$ cat config.mk
export PLATFORM = sky130hd
export DESIGN_NAME = classified_result_sorter
export DESIGN_NICKNAME = d
export VERILOG_FILES = /design/src/rtl/classified_result_sorter.sv
export SDC_FILE = /design/constraint.sdc
export NUM_CORES = 1
export LEC_CHECK = 0
export ABC_CLOCK_PERIOD_IN_PS = 3800
export BUFFER_PORTS_ARGS = -buffer_cell sky130_fd_sc_hd__buf_2
export CORE_ASPECT_RATIO = 1.1
export CORE_MARGIN = 3
export CORE_UTILIZATION = 55
export DETAILED_ROUTE_END_ITERATION = 10
export PLACE_DENSITY = 0.81
export SYNTH_ARGS = -nofsm -noshare
export SYNTH_HDL_FRONTEND = slang
export SYNTH_SLANG_ARGS = --single-unit
$ cat constraint.sdc
create_clock -name clk -period 3.8 [get_ports clk]
set_input_delay 0.76 -clock clk [delete_from_list [all_inputs] [get_ports clk]]
set_output_delay 0.76 -clock clk [all_outputs]
set_load 0.1 [all_outputs]
$ cat src/rtl/classified_result_sorter.sv
// classified_result_sorter
//   Captures classified NPU entries ({class, data} plus inference-memory address) while the NPU
//   runs. When npu_on falls, it drains the captured entries on a valid/ready stream grouped by
//   class (0..3). Arrival order is preserved within each class.
//
// Ports
//   clk, reset             system clock, asynchronous active-high reset
//   classified_data_in     {class[1:0], data[63:0]} from the NPU side
//   memory_address_in      inference-memory address of the current entry
//   valid_in               entry strobe, one capture per high cycle
//   npu_on                 high while classifying; a falling edge starts the sort
//   sorted_data_out/_class_out/_addr_out, sorted_valid, sorted_rdy   output stream
//   sort_busy              high while scanning or emitting
//   sort_done              one-cycle pulse when draining completes
//   overflow               sticky flag; an entry was dropped (cleared only by reset)
//   entry_count            entries currently held
module classified_result_sorter #(
  parameter int unsigned DATA_WIDTH  = 64,
  parameter int unsigned CLASS_WIDTH = 2,
  parameter int unsigned ADDR_WIDTH  = 8,
  parameter int unsigned NUM_ENTRIES = 10
) (
  input  logic                              clk,
  input  logic                              reset,
  input  logic [CLASS_WIDTH+DATA_WIDTH-1:0] classified_data_in,
  input  logic [ADDR_WIDTH-1:0]             memory_address_in,
  input  logic                              valid_in,
  input  logic                              npu_on,
  output logic [DATA_WIDTH-1:0]             sorted_data_out,
  output logic [CLASS_WIDTH-1:0]            sorted_class_out,
  output logic [ADDR_WIDTH-1:0]             sorted_addr_out,
  output logic                              sorted_valid,
  input  logic                              sorted_rdy,
  output logic                              sort_busy,
  output logic                              sort_done,
  output logic                              overflow,
  output logic [3:0]                        entry_count
);

  localparam logic [3:0] Full = 4'(NUM_ENTRIES);

  typedef enum logic [1:0] {StIdle, StScan, StEmit, StDone} state_e;

  state_e                 state_q, state_d;
  logic [3:0]             ptr_q, ptr_d;
  logic [CLASS_WIDTH-1:0] cls_q, cls_d;
  logic [3:0]             count_q;
  logic                   npu_on_q;
  logic                   fall;
  logic                   capture;
  logic                   drop;
  logic                   load;
  logic [3:0]             ptr_idx;

  logic [DATA_WIDTH-1:0]  buf_data [NUM_ENTRIES];
  logic [CLASS_WIDTH-1:0] buf_cls  [NUM_ENTRIES];
  logic [ADDR_WIDTH-1:0]  buf_addr [NUM_ENTRIES];

  assign fall = npu_on_q & ~npu_on;

  // New entries are only accepted while idle and not full; anything else with npu_on high is lost.
  assign capture = valid_in & npu_on & (state_q == StIdle) & (count_q != Full);
  assign drop    = valid_in & npu_on & ((state_q != StIdle) | (count_q == Full));

  // ptr can legitimately reach NUM_ENTRIES (end-of-pass marker); keep the read index in range.
  assign ptr_idx = (ptr_q < Full) ? ptr_q : 4'd0;

  // Capture buffer has no reset: contents are only meaningful below count_q.
  always_ff @(posedge clk) begin
    if (capture) begin
      buf_data[count_q] <= classified_data_in[DATA_WIDTH-1:0];
      buf_cls[count_q]  <= classified_data_in[DATA_WIDTH +: CLASS_WIDTH];
      buf_addr[count_q] <= memory_address_in;
    end
  end

  // State and datapath registers.
  always_ff @(posedge clk or posedge reset) begin
    if (reset) begin
      state_q          <= StIdle;
      ptr_q            <= '0;
      cls_q            <= '0;
      count_q          <= '0;
      npu_on_q         <= 1'b0;
      overflow         <= 1'b0;
      sorted_valid     <= 1'b0;
      sorted_data_out  <= '0;
      sorted_class_out <= '0;
      sorted_addr_out  <= '0;
    end else begin
      state_q  <= state_d;
      ptr_q    <= ptr_d;
      cls_q    <= cls_d;
      npu_on_q <= npu_on;
      if (drop) begin
        overflow <= 1'b1;
      end
      if (state_q == StDone) begin
        count_q <= '0;
      end else if (capture) begin
        count_q <= count_q + 4'd1;
      end
      if (load) begin
        sorted_valid     <= 1'b1;
        sorted_data_out  <= buf_data[ptr_idx];
        sorted_class_out <= buf_cls[ptr_idx];
        sorted_addr_out  <= buf_addr[ptr_idx];
      end else if ((state_q == StEmit) && sorted_rdy) begin
        sorted_valid <= 1'b0;
      end
    end
  end

  // Next-state logic: one pass over the buffer per class, emitting matches in index order.
  always_comb begin
    state_d = state_q;
    ptr_d   = ptr_q;
    cls_d   = cls_q;
    load    = 1'b0;
    case (state_q)
      StIdle: begin
        if (fall) begin
          if (count_q == 4'd0) begin
            state_d = StDone;
          end else begin
            state_d = StScan;
            ptr_d   = '0;
            cls_d   = '0;
          end
        end
      end
      StScan: begin
        if (ptr_q == count_q) begin
          if (cls_q == '1) begin
            state_d = StDone;
          end else begin
            cls_d = cls_q + 1'b1;
            ptr_d = '0;
          end
        end else if (buf_cls[ptr_idx] == cls_q) begin
          load    = 1'b1;
          state_d = StEmit;
        end else begin
          ptr_d = ptr_q + 4'd1;
        end
      end
      StEmit: begin
        if (sorted_rdy) begin
          ptr_d   = ptr_q + 4'd1;
          state_d = StScan;
        end
      end
      StDone: begin
        state_d = StIdle;
      end
      default: begin
        state_d = StIdle;
      end
    endcase
  end

  // Status outputs.
  always_comb begin
    sort_busy   = (state_q == StScan) || (state_q == StEmit);
    sort_done   = (state_q == StDone);
    entry_count = count_q;
  end

endmodule
==> impl_metrics.env, run 1 <==
export IMPL_outcome="finished, final reports clean"
export IMPL_crit_arrival_ns=3.79
export IMPL_nNetsFinal=1864
export IMPL_critical_path_class="flip-flop to flip-flop"
export IMPL_layout_min_cycle_time_ns=3.29
export IMPL_synth_cell_types=55
export IMPL_htreeDepth=3
export IMPL_grt_max_degree=73
export IMPL_clk_latency_ns=0.64
export IMPL_ir_worst_vdd_uv=620
export IMPL_cts_tree="built"
export IMPL_crit_path_top_delay_cell="or4_4"
export IMPL_start_util_pct=55.7
export IMPL_max_stage_delay_ns=0.75
export IMPL_finalWirelength_mm=77.6
export IMPL_max_freq_mhz=304
export IMPL_crit_top_cell="buf_4"
export IMPL_slew_headroom_pct=23.4
export IMPL_rows=92
export IMPL_antenna_found_initial=19
export IMPL_syn_avg_cell_area_um2=20.4
export IMPL_groute_usage_overall_pct=25.5
export IMPL_vias=17200
export IMPL_first_global_vias=18200
export IMPL_crit_fanout=23
export IMPL_ctsHoldBuffers=0
export IMPL_holdWs_ns=0.241
export IMPL_syn_nets=1661
export IMPL_rsz0062_at_grt="false"
export IMPL_cts_buffers=80
export IMPL_hold_class="primary input to asynchronous set/reset pin"
export IMPL_clockBufferDepth=3
export IMPL_fillCellCount=3587
export IMPL_layout_drive_gt1_share_pct=31.8
export IMPL_wl_per_cell_um=29.8
export IMPL_die_h_um=259
export IMPL_cts_resized_gates=0
export IMPL_fp_dieW_um=236
export IMPL_areaGrowthSynthToFinish_pct=14.9
export IMPL_postCtsSetupRepairBufs=0
export IMPL_cap_violations=0
export IMPL_cts_root_buf="clkbuf_16"
export IMPL_utilization_pct=64.0
export IMPL_skew_ns=0.0291
export IMPL_drc=0
export IMPL_cp_end_kind="flip-flop"
export IMPL_ys_seq_area_share_pct=76.4
export IMPL_synth_flop_cell="edfxtp_1"
export IMPL_setup_viol=0
export IMPL_hpwlAfterDp_mm=42.9
export IMPL_coreArea_um2=57400
export IMPL_ios=161
export IMPL_synth_edf_count=740
export IMPL_path_clk_slew_ns=0.06
export IMPL_async_flop_share_pct=10.7
export IMPL_dr_first_iter_drc_count=2013
export IMPL_fp_dieArea_um2=61100
export IMPL_cellLeakagePower_nw=12.4
export IMPL_synth_cells=1571
export IMPL_crit_chain="buf_4, mux2i_1, and3_1, nor3_1, or4_4, buf_4, mux2_4"
export IMPL_power_density_nw_per_um2=696
export IMPL_finalCritPeriodShare_pct=86.5
export IMPL_drt_pass1_iterations=6
export IMPL_multi_input_area_um2=7110
export IMPL_regArea_um2=24500
export IMPL_gp_congestion=0.751
export IMPL_required_ns=4.30
export IMPL_via_per_inst=6.61
export IMPL_worstMarginPinSlew_ns=1.15
export IMPL_synth_area_um2=32000
export IMPL_maxSlewViolCount=0
export IMPL_startpoint_type="flip-flop"
export IMPL_finalSetupTns_ns=0
export IMPL_grt_pass1_wl_mm=116
export IMPL_yosysWarnings=0
export IMPL_grt_overflow=0
export IMPL_finalHoldViolCount=0
export IMPL_cts_sinks=829
export IMPL_postRouteAntennaNets=0
export IMPL_port_buffers=160
export IMPL_ys_seq_elements=829
worst max-delay path: cells and delay by family (launching register included):
family / cells / cell delay, ns
flops: 1 / 0.73
mux: 2 / 0.59
simple gates: 3 / 1.05
buf+inv: 2 / 0.77
power breakdown:
group | internal [W] | total, W | switching, W
clock | 0.00459 | 0.00798 | 0.00338
combinational | 0.00178 | 0.00664 | 0.00486
sequential | 0.0105 | 0.0110 | 0.000501
sequential cells by signal, summed over array words and instances (netlist names):
signal and flops:
overflow 1, sorted_class_out 2, sorted_addr_out 8, buf_data 640, state_q 2, cls_q 2, ptr_q 4, sorted_valid 1
npu_on_q 1, buf_cls 20, sorted_data_out 64, buf_addr 80, entry_count 4
path summary, 6_finish.rpt:
path	from	to	slack, ns	depth (start not counted)
worst max-delay path	ptr_q[0]	sorted_data_out[34]	0.51	7
worst min-delay path	reset	sorted_data_out[54]	0.24	2
worst max register to register	ptr_q[0]	sorted_data_out[34]	0.51	7
worst min register to register	sorted_class_out[0]	sorted_class_out[0]	0.49	2
max in group asynchronous	reset	sorted_data_out[24]	2.79	3
min in group clk	npu_on	npu_on_q	0.29	1
logic make-up (layout without fill, tap and decap cells):
| family | Yosys count | after routing | synth area share [%] |
|---|---|---|---|
| flip-flops | 829 | 829 | 76.4 |
| AO/OA/AOI/OAI | 317 | 317 | 6.31 |
| multiplexers | 228 | 228 | 14.0 |
| buffers and inverters | 112 | 382 | 1.63 |
| AND/OR/NAND/NOR | 66 | 66 | 1.03 |
| adder cells (fa/ha/maj) | 11 | 11 | 0.430 |
| XOR/XNOR | 8 | 8 | 0.219 |
| other | 0 | 10 | 0 |
cell usage after synthesis, types with 2 or more instances:
library cell,n,area [um^2]
clkbuf_1,57,214
nor2b_1,2,12.5
mux2i_1,5,50.1
inv_1,12,45.0
o21a_1,2,15.0
dfrtp_1,89,2230
o21bai_1,2,15.0
nor2_1,10,37.5
nand4_1,2,12.5
buf_6,10,113
mux2_2,3,33.8
mux4_2,146,3290
xor2_1,3,26.3
nand3_1,2,10.0
buf_2,17,85.1
and3_1,4,25.0
o22ai_1,72,450
nor3_1,4,20.0
nand2_1,23,86.3
or3_1,2,12.5
ha_1,11,138
buf_1,14,52.6
o211a_1,2,20.0
mux2_4,73,1100
o21ai_0,78,390
a21oi_1,73,365
o221ai_1,72,631
xnor2_1,5,43.8
a32oi_1,3,26.3
edfxtp_1,740,22200
and2_1,9,56.3
cell type report:
| cell class | count | share of cell area [%] |
|---|---|---|
| sequential | 829 | 66.5 |
| multi-input combinational | 630 | 19.3 |
| clock buffer | 110 | 6.03 |
| timing repair buffer | 220 | 4.25 |
| tap | 752 | 2.56 |
| clock inverter | 39 | 1.14 |
| inverter | 13 | 0.146 |
| antenna | 10 | 0.0680 |
metrics by stage:
stage                     instances  setup slack, ns  cell area, um^2  total power (W)
final                          2603            0.513            36800           0.0256
after global routing           2602            0.453            36800           0.0263
after CTS                      2593            0.561            36800           0.0257
after detailed placement       2444            0.612            34100           0.0178
after global placement         2444            0.676            34100           0.0176
after floorplan                1571            0.304            32000           0.0162
layer usage:
layer / vias to the layer above / share of wire [%] / GRT usage (%)
met1: 8834 / 35 / 33.0
met2: 1189 / 51 / 41.7
li1: 6978 / - / -
met4: 14 / 3.5 / 12.4
met5: - / 0.10 / 0
met3: 193 / 10 / 5.40
cell usage in the layout, fill, tap and decap left out, types with 22 or more instances in the layout:
cell type    n
edfxtp_1   740
buf_2      160
mux4_2     146
dfrtp_1     86
clkbuf_16   82
o21ai_0     78
a21oi_1     73
mux2_4      73
o22ai_1     72
o221ai_1    72
buf_4       35
buf_12      25
clkbuf_1    22
No activity file was read; power rests on OpenSTA's default activity.
==> inputs of run 2 (changes only) <==
--- a/config.mk
+++ b/config.mk
@@ -12,6 +12,7 @@
 export CORE_UTILIZATION = 55
 export DETAILED_ROUTE_END_ITERATION = 10
 export PLACE_DENSITY = 0.81
+export RECOVER_POWER = 100
 export SYNTH_ARGS = -nofsm -noshare
 export SYNTH_HDL_FRONTEND = slang
 export SYNTH_SLANG_ARGS = --single-unit
==> run 2 against run 1 <==
Net effect: the flow now finishes with violations (max-capacitance violations, max-slew violations); critical path depth unchanged; clock skew down 0.0028 ns; count of clock-buffer cells in the layout unchanged.
==> impl_metrics.env, run 2 (synthesized netlist as in run 1, its figures left out) <==
export IMPL_outcome="complete, but fails checks"
export IMPL_violations="max-capacitance violations, max-slew violations"
export IMPL_path_clk_slew_ns=0.06
export IMPL_ios=161
export IMPL_fillCellCount=3757
export IMPL_fp_dieW_um=236
export IMPL_top_register="buf_data"
export IMPL_finalCritPeriodShare_pct=90.1
export IMPL_fp_dieArea_um2=61100
export IMPL_skew_ns=0.0262
export IMPL_hpwlAfterDp_mm=42.9
export IMPL_max_stage_delay_ns=0.74
export IMPL_cts_buffers=80
export IMPL_power_switching_w=0.00872
export IMPL_power_frac_comb_pct=24.5
export IMPL_hold_class="primary input to flip-flop"
export IMPL_rows=92
export IMPL_via_per_inst=6.64
export IMPL_cts_sinks=829
export IMPL_crit_family="simple AND/OR/NAND/NOR gates"
export IMPL_worstRegToRegCells=7
export IMPL_finalWirelength_mm=77.9
export IMPL_intPower_w=0.0164
export IMPL_dr_first_iter_drc_count=2004
export IMPL_power_share_switching_pct=34.7
export IMPL_wl_per_cell_um=29.9
export IMPL_grt_pass1_wl_mm=116
export IMPL_vias=17300
export IMPL_layout_min_cycle_time_ns=3.42
export IMPL_groute_usage_overall_pct=25.5
export IMPL_clk_latency_ns=0.65
export IMPL_crit_path_top_delay_cell="or4_4"
export IMPL_slew_headroom_pct=-62.9
export IMPL_setup_viol=0
export IMPL_min_path_cells=1
export IMPL_use_met1_pct=33.0
export IMPL_cts_resized_gates=0
export IMPL_path_depth=7
export IMPL_required_ns=4.30
export IMPL_cts_root_buf="clkbuf_16"
export IMPL_use_met3_pct=5.40
export IMPL_clockBufferDepth=3
export IMPL_postRouteAntennaNets=0
export IMPL_rsz0062_at_grt="false"
export IMPL_seq_power_share_pct=43.8
export IMPL_drt_pass1_iterations=5
export IMPL_nNetsFinal=1864
export IMPL_drc=0
export IMPL_htreeDepth=3
export IMPL_crit_arrival_ns=3.92
export IMPL_clkPwrFrac_pct=31.7
export IMPL_ctsHoldBuffers=0
export IMPL_startpoint_type="flip-flop"
export IMPL_finalSetupTns_ns=0
export IMPL_start_util_pct=55.7
export IMPL_cts_tree="built"
export IMPL_use_met2_pct=41.7
export IMPL_grt_max_degree=73
export IMPL_power_density_nw_per_um2=694
export IMPL_crit_fanout=23
export IMPL_layout_drive_gt1_share_pct=19.4
export IMPL_worstMarginPinSlew_ns=2.43
export IMPL_cp_end_kind="flip-flop"
export IMPL_cellLeakagePower_nw=11.6
export IMPL_finalHoldViolCount=0
export IMPL_port_buffers=160
export IMPL_max_freq_mhz=292
export IMPL_gp_congestion=0.751
export IMPL_largest_register_ff_count=640
export IMPL_final_cell_mix="edfxtp_1, clkbuf_1, mux4_2, dfrtp_1, clkbuf_16"
export IMPL_die_h_um=259
export IMPL_cap_violations=1
export IMPL_final_common_cell="edfxtp_1"
export IMPL_postCtsSetupRepairBufs=0
export IMPL_crit_chain="buf_4, mux2i_1, and3_1, nor3_1, or4_4, clkbuf_2, mux2_1"
export IMPL_dp_cells=2444
export IMPL_critPathBufInv=2
export IMPL_ir_worst_vdd_uv=613
export IMPL_coreArea_um2=57400
export IMPL_finalNonFillerCells=2602
export IMPL_areaGrowthSynthToFinish_pct=13.2
export IMPL_antenna_found_initial=16
export IMPL_maxSlewViolCount=46
export IMPL_critical_path_class="flip-flop to flip-flop"
export IMPL_first_global_vias=18200
export IMPL_top_usage_layer="met2"
export IMPL_grt_overflow=0
export IMPL_largest_registers="buf_data: 640 flops, buf_addr: 80 flops, sorted_data_out: 64 flops"
-- run 2: changes by cell type in the layout (fill, tap and decap cells not counted), sizes merged --
cell and change:
inv -1, buf -171, clkinvlp +1, clkbuf +171, diode -1
-- run 2: power by group through the flow --
stage	sequential, W	clock, W	combinational [W]
6_report	0.0110	0.00798	0.00615
5_1_grt	0.0110	0.00838	0.00640
4_1_cts	0.0110	0.00805	0.00665
3_5_place_dp	0.0112	0	0.00660
3_3_place_gp	0.0111	0	0.00647
2_1_floorplan	0.0138	0	0.00247
-- run 2: area by class of cell --
type	instances	area (um^2)	share of cell area [%]
sequential	829	24500	67.5
clock buffer	110	2220	6.12
timing repair buffer	220	1270	3.50
antenna	9	22.5	0.0622
inverter	13	52.6	0.145
tap	752	941	2.60
clock inverter	39	419	1.16
multi-input combinational	630	6850	18.9
-- run 2: path summary, 6_finish.rpt --
path / endpoint / startpoint / slack, ns
setup / recovery: sorted_data_out[16] / ptr_q[0] / 0.38
hold / removal: npu_on_q / npu_on / 0.31
setup reg to reg: sorted_data_out[16] / ptr_q[0] / 0.38
hold reg to reg: sorted_class_out[0] / sorted_class_out[0] / 0.50
max in group asynchronous: sorted_data_out[24] / reset / 0.76
min in group asynchronous: sorted_data_out[54] / reset / 0.76
-- run 2: layer usage --
layer | share of wire (%) | wire length, um
met3 | 10 | 7830
met1 | 35 | 27600
met4 | 3.8 | 3000
met5 | 0.098 | 76
met2 | 51 | 39400
-- run 2: metrics by stage --
| stage | cell area (um^2) | power [W] | hold slack (ns) | setup WS [ns] | util (%) |
|---|---|---|---|---|---|
| 2_1_floorplan | 32000 | 0.0162 | 0.494 | 0.304 | - |
| 3_3_place_gp | 34100 | 0.0176 | 0.482 | 0.676 | 59.4 |
| 3_5_place_dp | 34100 | 0.0178 | 0.485 | 0.612 | 59.4 |
| 4_1_cts | 36800 | 0.0257 | 0.246 | 0.561 | 64.0 |
| 5_1_grt | 36200 | 0.0258 | 0.302 | 0.241 | 63.1 |
| 6_report | 36200 | 0.0251 | 0.306 | 0.377 | 63.1 |
